--- config.mk ---
export PLATFORM = sky130hd
export DESIGN_NAME = ascon_data_feeder
export DESIGN_NICKNAME = d
export VERILOG_FILES = /design/src/rtl/ascon_pack.sv /design/src/rtl/block_fifo.sv /design/src/rtl/ascon_data_feeder.sv
export SDC_FILE = /design/constraint.sdc
export NUM_CORES = 1
export LEC_CHECK = 0
export BUFFER_PORTS_ARGS = -buffer_cell sky130_fd_sc_hd__buf_2
export CORE_ASPECT_RATIO = 1.5
export CORE_MARGIN = 1
export CORE_UTILIZATION = 45
export DETAILED_ROUTE_END_ITERATION = 10
export GPL_ROUTABILITY_DRIVEN = 0
export PLACE_DENSITY = 0.63
export SYNTH_ARGS = -nofsm -noshare
export SYNTH_HDL_FRONTEND = slang
export SYNTH_SLANG_ARGS = --single-unit
--- constraint.sdc ---
create_clock -name clk_i -period 4.1 [get_ports clk_i]
set_input_delay 0.41 -clock clk_i [delete_from_list [all_inputs] [get_ports clk_i]]
set_output_delay 0.41 -clock clk_i [all_outputs]
set_load 0.05 [all_outputs]
--- src/rtl/ascon_pack.sv ---
// Shared types and constants for the Ascon data feeder.
package ascon_pack;

  localparam int unsigned BLK_W = 64;
  localparam logic [7:0] PAD_BYTE = 8'h80;

  typedef enum logic [1:0] {
    IDLE  = 2'd0,
    AD    = 2'd1,
    PT    = 2'd2,
    DRAIN = 2'd3
  } feeder_state_t;

endpackage

--- src/rtl/block_fifo.sv ---
// Two-entry block FIFO; a push on a full FIFO is taken when a pop happens in the same cycle.
module block_fifo #(
  parameter int unsigned W = 64
) (
  input  logic         clk_i,
  input  logic         rst_i,
  input  logic         push_i,
  input  logic [W-1:0] din_i,
  input  logic         pop_i,
  output logic [W-1:0] dout_o,
  output logic         full_o,
  output logic         empty_o
);

  logic [W-1:0] r_mem [2];
  logic         r_wp;
  logic         r_rp;
  logic [1:0]   r_cnt;
  logic         w_push;
  logic         w_pop;

  assign w_push = push_i & (~full_o | pop_i);
  assign w_pop  = pop_i & ~empty_o;

  always_ff @(posedge clk_i) begin
    if (rst_i) begin
      r_mem[0] <= '0;
      r_mem[1] <= '0;
      r_wp     <= 1'b0;
      r_rp     <= 1'b0;
      r_cnt    <= 2'd0;
    end else begin
      if (w_push) begin
        r_mem[r_wp] <= din_i;
        r_wp        <= ~r_wp;
      end
      if (w_pop) r_rp <= ~r_rp;
      r_cnt <= r_cnt + 2'(w_push) - 2'(w_pop);
    end
  end

  assign dout_o  = r_mem[r_rp];
  assign full_o  = (r_cnt == 2'd2);
  assign empty_o = (r_cnt == 2'd0);

endmodule

--- src/rtl/ascon_data_feeder.sv ---
// Packs an AD+PT byte stream into padded 64-bit Ascon blocks and serves them to the core on request.
module ascon_data_feeder
  import ascon_pack::*;
#(
  parameter int unsigned BLK_AW = 10,
  parameter int unsigned LEN_W  = BLK_AW + 3
) (
  input  logic              clk_i,
  input  logic              rst_i,
  input  logic              cfg_valid_i,
  input  logic [LEN_W-1:0]  ad_len_i,
  input  logic [LEN_W-1:0]  pt_len_i,
  output logic              cfg_ready_o,
  output logic              cfg_err_o,
  input  logic [7:0]        byte_i,
  input  logic              byte_valid_i,
  output logic              byte_ready_o,
  input  logic              blk_req_i,
  output logic [BLK_W-1:0]  blk_o,
  output logic              blk_valid_o,
  output logic [BLK_AW-1:0] ad_size_o,
  output logic [BLK_AW-1:0] pt_size_o,
  output logic              done_o
);

  feeder_state_t     r_state, w_state_nxt;
  logic [BLK_W-1:0]  r_pack;
  logic [2:0]        r_idx;
  logic [LEN_W-1:0]  r_cnt;
  logic              r_full;
  logic              r_fin;
  logic [LEN_W-1:0]  r_ad_len;
  logic [LEN_W-1:0]  r_pt_len;
  logic [BLK_AW-1:0] r_ad_size;
  logic [BLK_AW-1:0] r_pt_size;
  logic              r_pend;
  logic [BLK_W-1:0]  r_blk;
  logic              r_blk_valid;
  logic              r_done;
  logic              r_cfg_err;

  logic              w_in_sec;
  logic [LEN_W-1:0]  w_len;
  logic              w_fire;
  logic              w_last_byte;
  logic              w_cmpl;
  logic              w_fin_merge;
  logic              w_pad_only;
  logic [2:0]        w_idx_nxt;
  logic [5:0]        w_shift;
  logic [5:0]        w_pad_shift;
  logic [BLK_W-1:0]  w_merge;
  logic              w_len_bad;
  logic              w_pend;
  logic              w_pop;
  logic              w_can_push;
  logic              w_fifo_full;
  logic              w_fifo_empty;
  logic [BLK_W-1:0]  w_fifo_dout;
  logic              w_push;
  logic [BLK_W-1:0]  w_push_data;
  logic              w_sec_end;
  logic              w_hold;
  logic              w_done;
  logic              w_cfg_ok;
  logic              w_cfg_err;

  assign w_in_sec     = (r_state == AD) || (r_state == PT);
  assign w_len        = (r_state == PT) ? r_pt_len : r_ad_len;
  assign byte_ready_o = w_in_sec && !r_full && (r_cnt != w_len);
  assign cfg_ready_o  = (r_state == IDLE);
  assign w_fire       = byte_valid_i && byte_ready_o;

  // Merge the incoming byte big-endian; the section's last byte also gets the pad marker behind it.
  assign w_last_byte  = ((r_cnt + LEN_W'(1)) == w_len);
  assign w_idx_nxt    = r_idx + 3'd1;
  assign w_shift      = {r_idx, 3'b000};
  assign w_pad_shift  = {w_idx_nxt, 3'b000};
  assign w_fin_merge  = w_last_byte && (r_idx != 3'd7);
  assign w_merge      = r_pack | ({byte_i, 56'd0} >> w_shift)
                      | (w_fin_merge ? ({PAD_BYTE, 56'd0} >> w_pad_shift) : '0);
  assign w_cmpl       = w_fire && ((r_idx == 3'd7) || w_last_byte);
  assign w_pad_only   = w_in_sec && !r_full && (r_cnt == w_len) && (r_idx == 3'd0)
                      && (w_len[2:0] == 3'd0);

  assign w_len_bad    = (ad_len_i[LEN_W-1:3] == '1) || (pt_len_i[LEN_W-1:3] == '1);

  // At most one outstanding request; a request arriving this cycle can pop immediately.
  assign w_pend       = r_pend || (blk_req_i && (r_state != IDLE));
  assign w_pop        = w_pend && !w_fifo_empty;
  assign w_can_push   = !w_fifo_full || w_pop;

  always_ff @(posedge clk_i) begin
    if (rst_i) r_state <= IDLE;
    else       r_state <= w_state_nxt;
  end

  always_comb begin
    w_state_nxt = r_state;
    w_push      = 1'b0;
    w_push_data = r_pack;
    w_sec_end   = 1'b0;
    w_hold      = 1'b0;
    w_done      = 1'b0;
    w_cfg_ok    = 1'b0;
    w_cfg_err   = 1'b0;
    case (r_state)
      IDLE: begin
        if (cfg_valid_i) begin
          if (w_len_bad) begin
            w_cfg_err = 1'b1;
          end else begin
            w_cfg_ok    = 1'b1;
            w_state_nxt = AD;
          end
        end
      end
      AD, PT: begin
        if (r_full) begin
          w_push    = w_can_push;
          w_sec_end = w_can_push && r_fin;
        end else if (w_cmpl) begin
          w_push      = w_can_push;
          w_push_data = w_merge;
          w_hold      = !w_can_push;
          w_sec_end   = w_can_push && w_fin_merge;
        end else if (w_pad_only) begin
          w_push      = w_can_push;
          w_push_data = {PAD_BYTE, 56'd0};
          w_sec_end   = w_can_push;
        end
        if (w_sec_end) w_state_nxt = (r_state == AD) ? PT : DRAIN;
      end
      DRAIN: begin
        if (w_pop && !w_fifo_full) begin
          w_done      = 1'b1;
          w_state_nxt = IDLE;
        end
      end
      default: w_state_nxt = IDLE;
    endcase
  end

  always_ff @(posedge clk_i) begin
    if (rst_i) begin
      r_pack      <= '0;
      r_idx       <= 3'd0;
      r_cnt       <= '0;
      r_full      <= 1'b0;
      r_fin       <= 1'b0;
      r_ad_len    <= '0;
      r_pt_len    <= '0;
      r_ad_size   <= '0;
      r_pt_size   <= '0;
      r_pend      <= 1'b0;
      r_blk       <= '0;
      r_blk_valid <= 1'b0;
      r_done      <= 1'b0;
      r_cfg_err   <= 1'b0;
    end else begin
      r_cfg_err   <= w_cfg_err;
      r_done      <= w_done;
      r_blk_valid <= w_pop;
      r_pend      <= w_pend && !w_pop;
      if (w_pop) r_blk <= w_fifo_dout;
      if (w_cfg_ok) begin
        r_ad_len  <= ad_len_i;
        r_pt_len  <= pt_len_i;
        r_ad_size <= BLK_AW'(ad_len_i >> 3) + BLK_AW'(1);
        r_pt_size <= BLK_AW'(pt_len_i >> 3) + BLK_AW'(1);
      end
      // Packer restarts at every section boundary.
      if (w_cfg_ok || w_sec_end) begin
        r_pack <= '0;
        r_idx  <= 3'd0;
        r_cnt  <= '0;
        r_full <= 1'b0;
        r_fin  <= 1'b0;
      end else begin
        if (w_fire) begin
          r_cnt  <= r_cnt + LEN_W'(1);
          r_idx  <= w_cmpl ? 3'd0 : w_idx_nxt;
          r_pack <= (w_cmpl && !w_hold) ? '0 : w_merge;
        end
        if (w_hold) begin
          r_full <= 1'b1;
          r_fin  <= w_fin_merge;
        end
        if (r_full && w_push) begin
          r_pack <= '0;
          r_full <= 1'b0;
          r_fin  <= 1'b0;
        end
      end
    end
  end

  block_fifo #(.W(BLK_W)) u_fifo (
    .clk_i   (clk_i),
    .rst_i   (rst_i),
    .push_i  (w_push),
    .din_i   (w_push_data),
    .pop_i   (w_pop),
    .dout_o  (w_fifo_dout),
    .full_o  (w_fifo_full),
    .empty_o (w_fifo_empty)
  );

  assign blk_o       = r_blk;
  assign blk_valid_o = r_blk_valid;
  assign ad_size_o   = r_ad_size;
  assign pt_size_o   = r_pt_size;
  assign done_o      = r_done;
  assign cfg_err_o   = r_cfg_err;

endmodule
# After elaboration in Yosys (flattened, before gate mapping)
# Memory sizes are Yosys's and may differ from the RTL's. A register that Yosys moved wholly into a read port is not among the register bits.
# Index checks and enable logic that the tools add are counted.
[totals]
output_inout_bits = 89
ramBits = 128
ff_bits = 138
wordCells = 131
mem_count = 1
[memory_table]
columns = ["name", "depth", "width", "rd", "rd_clocked_by_memory_dff", "write_ports", "line", "text"]
rows = [
  ["u_fifo.r_mem", 2, 64, 1, 1, 2, "block_fifo.sv:15", "logic [W-1:0] r_mem [2];"],
]
[classes]
add_sub_neg = 6
mux = 38
reduce_logical = 40
shifts = 2
n_eq_ne = 15
bitwise_logic = 12
[ops]
columns = ["op", "n"]
rows = [
  ["$mux 64", 7],
  ["$or 64x64->64", 2],
  ["$reduce_or 64->1", 1],
  ["$shr 64x6->64", 1],
  ["$shr 64x6->64 const A", 1],
  ["$eq 13x13->1", 2],
  ["$mux 1", 24],
  ["$add 10x1->10 const B", 2],
  ["$eq 10x10->1 const B", 2],
  ["$logic_and 1x1->1", 16],
  ["$add 13x1->13 const B", 1],
  ["$mux 13", 1],
  ["$ne 13x13->1", 1],
  ["$mux 2", 4],
  ["$ne 2x2->1 const B", 4],
  ["$not 1->1", 7],
  ["$eq 2x2->1 const B", 3],
  ["$logic_not 1->1", 6],
  ["$logic_not 3->1", 2],
  ["$logic_or 1x1->1", 6],
  ["$pmux 2 s3", 1],
  ["$reduce_or 2->1", 3],
  ["$reduce_or 3->1", 2],
  ["$logic_not 2->1", 2],
  ["11 further kinds", 12],
]

# Logic depth before layout (Yosys ltp)
[depth]
ltp_word = 16
ltp_mapped = 15
ltp_nobuf = 13

# Modules after synthesis
# Synthesis repeated with hierarchy kept, for this count alone.
[unflattened]
cells_unflattened = 1519
area_unflattened_um2 = 14754.2
[modules_own_cells]
columns = ["mod", "area_each_um2", "instances", "cells_each"]
rows = [
  ["ascon_data_feeder", 8926.1, 1, 1151],
  ["block_fifo", 5828.1, 1, 368],
]

# Worst setup path before layout
# Ideal clock, no wire load.
[synth_path]
path_kind = "reg2reg"
startpoint = "register r_state[0]"
endpoint = "memory u_fifo.r_mem[0][0], enable pin"
path_stages_with_launch = 13
t_arrival_ns = 4.079
path_buffers = 2
setup_slack_ns = -0.399
required_ns = 3.679
cell_sequence = "dfxtp_1 -> inv_1 -> ha_1 -> buf_6 -> buf_12 -> mux2i_1 -> xor2_1 -> or3_1 -> a211o_1 -> o41a_2 -> nor2_2 -> o31a_1 -> a21o_1"
[synth_lines]
columns = ["item", "line", "text"]
rows = [
  ["from (decl)", "ascon_data_feeder.sv:26", "feeder_state_t r_state, w_state_nxt;"],
  ["from (signal assigned)", "ascon_data_feeder.sv:95", "else r_state <= w_state_nxt;"],
  ["to (decl)", "block_fifo.sv:15", ""],
]

==> metrics.md <==
| Metric | Value |
|---|---|
| Status | `completed` |
| Clk sinks | `330` |
| Filler Cell Count | `2830` |
| Avg Vias per Cell | `5.363` |
| Register area share after synthesis | `56.03%` |
| DP Cell Count | `1842` |
| Initial Util | `45.50%` |
| Min Tclk post-route | `3.744 ns` |
| Max FO, Critical Path | `30` |
| Register bit total from synthesis | `330` |
| Total Routing Usage GR | `20.71%` |
| Synth top area share | `28.73%` |
| FP Rows | `79` |
| Final core area utilization | `52.26%` |
| 1st-iter DRT viols | `564` |
| WL final | `33070 µm` |
| Layout Cells excl Fill | `1906` |
| IO buf count | `127` |
| Worst vdd ir | `0.4428 mV` |
| I/O pins | `128` |
| Crit end category | `flip-flop` |
| Buffer count from post-CTS setup fixing | `0` |
| Clk pwr share | `40.1%` |
| Most common flop cell mapped by yosys | `dfxtp_1` |
| Yosys warns | `0` |
| Drt pass-1 iters | `6` |
| Logic gate share of total power | `11.9%` |
| Core area | `30940 µm²` |
| Cells after Synth | `1384` |
| Net Switching | `2.014 mW` |
| Internal power | `5.504 mW` |
| HPWL Detailed | `22810 µm` |
| Synthesized cell area | `14080 µm²` |
| Ratio of cells with drive above 1 in the final layout | `16.26%` |
| Initial antenna violation count | `3` |
| Wire per inst | `17.35 µm` |
| Synth cell types | `63` |
| Period utilisation layout | `91.32%` |
| Max-slew headroom | `26.23%` |
| Worst Skew | `0.01966 ns` |
| Final setup violation count | `0` |
| NumNets Final | `1529` |
| CTS buffer count | `35` |
| Post-synthesis average cell area | `10.17 µm²` |
| Total Neg Setup Slack | `0 ns` |
| Ys async rst share | `0%` |
| Final Hold Fails | `0` |
| Pwr dens | `465.0 nW/µm²` |
| Clock slew at reported path FFs | `0.06 ns` |
| Post-synth EDFFs | `128` |
| Post-route ant nets | `0` |
| Synth Net Count | `1439` |
| Reg power frac | `48.0%` |
| CP Launch Type | `flip-flop` |
| Max-cap violations | `0` |
| Max Fclk | `267.1 MHz` |
| Slew @ Worst Pin | `1.102 ns` |
| Vias in the first global route | `9818` |
| Total gr overflow | `0` |
| Switching share of total power | `26.79%` |
| Fin. max-slew vios | `0` |
| Antenna Cells | `0` |
| Skew-Pair Late Insertion Delay | `0.53 ns` |
| Hold Crit Class | `input pin to flip-flop` |
| RSZ-0062 raised after global routing | `no` |
| LEAKAGE | `5.739 nW` |
| CTS tree | `built` |
| CTS root buffer | `clkbuf_16` |
| Clock tree buffer depth | `3` |
| First-pass GRT wire length | `52180 µm` |
| Largest net degree at the start of global routing | `130` |
| Vias | `10220` |
| Syn-to-layout area delta | `14.85%` |
| Worst EP required | `4.47 ns` |
| Die height | `218.6 µm` |
| Arr. time, crit path | `4.12 ns` |
| Dominant cells by area after synthesis | `dfxtp_1, edfxtp_1, nor2_1, mux2i_1, a211oi_1` |
| DRC Markers | `0` |
| Die X | `146.4 µm` |
| H-tree levels | `2` |
| Die area | `32010 µm²` |
| Leading area contributor after synthesis | `dfxtp_1` |
| Kind of critical path | `flip-flop to flip-flop` |
power by group through the flow:
stage / Clock (mW) / Sequential [mW] / Combinational [mW]
finish: 3.01 / 3.61 / 0.897
global route: 3.20 / 3.62 / 0.965
CTS: 3.07 / 3.61 / 0.904
floorplan: 0 / 3.84 / 0.488
global placement: 0 / 3.68 / 0.893
detailed placement: 0 / 3.68 / 0.902
kinds of logic (layout without fill, tap and decap cells):
| family | after synthesis | in the layout | share of synthesized area [%] |
|---|---|---|---|
| AND/OR/NAND/NOR | 495 | 495 | 15.36 |
| flip-flops | 330 | 330 | 56.03 |
| AO/OA/AOI/OAI | 290 | 290 | 13.47 |
| buffers and inverters | 125 | 242 | 4.302 |
| multiplexers | 79 | 79 | 5.946 |
| XOR/XNOR | 49 | 49 | 3.475 |
| adder cells (fa/ha/maj) | 16 | 16 | 1.422 |
Yosys cell counts (all sizes together) (2+ instances only):
library cell and number:
a21o 3, edfxtp 128, or2 2, buf 37, and2 13, nor3b 5
xor2 19, xnor3 3, xnor2 27, nor2 302, nor4bb 2, nor4 7
or3 4, inv 16, ha 16, and4 2, nand4 9, o22ai 2
mux2i 78, nor3 13, nor2b 4, a31oi 66, clkbuf 72, dfxtp 202
a32o 7, nand2 87, nor4b 3, and3 22, a21oi 100, o21ba 6
a221oi 4, o21ai 7, a211oi 81, nand3 19
registers in the layout (all words and copies together) (netlist names), 2 cells and up:
signal	cells
r_pack	64
r_state	2
r_cnt	13
r_idx	3
u_fifo.r_cnt	2
pt_size_o	10
r_pt_len	13
u_fifo.r_mem	128
blk_o	64
ad_size_o	10
r_ad_len	13
worst max-delay path, cell delays in order (launching register included):
cell and delay, ns:
dfxtp_1 0.33, inv_1 0.11, ha_2 0.29, buf_4 0.22, mux2i_2 0.33, xnor2_1 0.10, or3_1 0.36, a211o_1 0.29
o41ai_2 0.34, a21oi_1 0.13, or4_2 0.71, buf_12 0.23, nor2_1 0.11
timing repair:
item,CTS,global route
endpoints found under the hold margin,0,0
setup endpoints to repair,0,4
gates resized for setup,0,1
hold buffers,0,0
layout by cell type (no fill, tap or decap), types with 6 or more instances in the layout:
| cell type | count |
|---|---|
| nand3_1 | 19 |
| inv_1 | 16 |
| xor2_1 | 19 |
| nor2_1 | 299 |
| buf_12 | 8 |
| ha_1 | 15 |
| nand2_1 | 87 |
| nand4_1 | 9 |
| nor3_1 | 9 |
| and2_1 | 13 |
| nor4_1 | 7 |
| clkinv_1 | 6 |
| buf_4 | 28 |
| and3_1 | 21 |
| clkbuf_16 | 36 |
| buf_2 | 126 |
| o21ai_0 | 7 |
| a21oi_1 | 100 |
| xnor2_1 | 26 |
| a31oi_1 | 66 |
| dfxtp_1 | 201 |
| a211oi_1 | 81 |
| clkbuf_1 | 6 |
| clkinv_2 | 6 |
| mux2i_1 | 73 |
| a32o_1 | 7 |
| edfxtp_1 | 128 |
final timing paths:
path                                            end  slack (ns)  cells past startpoint         from
worst max-delay path            u_fifo.r_mem[0][13]        0.36                     12   r_state[0]
worst min-delay path                    r_ad_len[1]        0.13                      3  ad_len_i[1]
worst max register to register  u_fifo.r_mem[0][13]        0.36                     12   r_state[0]
worst min register to register          r_pt_len[3]        0.46                      2  r_pt_len[3]
per-layer routing:
| layer | up-vias | part of all wire, % | track usage [%] | wire length (µm) |
|---|---|---|---|---|
| li1 | 5103 | - | - | - |
| met1 | 4804 | 39 | 22.85 | 12910 |
| met2 | 247 | 54 | 39.79 | 17830 |
| met3 | 62 | 4.1 | 3.111 | 1343 |
| met4 | 6 | 2.9 | 7.326 | 958 |
| met5 | - | 0.10 | 0 | 33 |
final cells by class:
type                            instances  area (µm²)  share of cell area, %
Clock buffer                           43       937.1                  5.796
Clock inverter                         21       155.1                 0.9596
Inverter                               16       60.06                 0.3715
Multi-Input combinational cell        929        5617                  34.74
Sequential cell                       330        7891                  48.81
Tap cell                              405       506.7                  3.134
Timing Repair Buffer                  162        1001                  6.191
metrics by stage:
stage	instance area, µm²	total power [mW]	hold WS (ns)	worst slack (ns)
global route	16170	7.786	0.1268	0.08681
detailed placement	15070	4.584	0.4469	0.2852
finish	16170	7.518	0.1304	0.3559
CTS	16170	7.584	0.1133	0.2543
floorplan	14080	4.326	0.4248	0.1522
global placement	15070	4.571	0.4449	0.3772
Note: power is estimated with default switching activity, not from simulation.
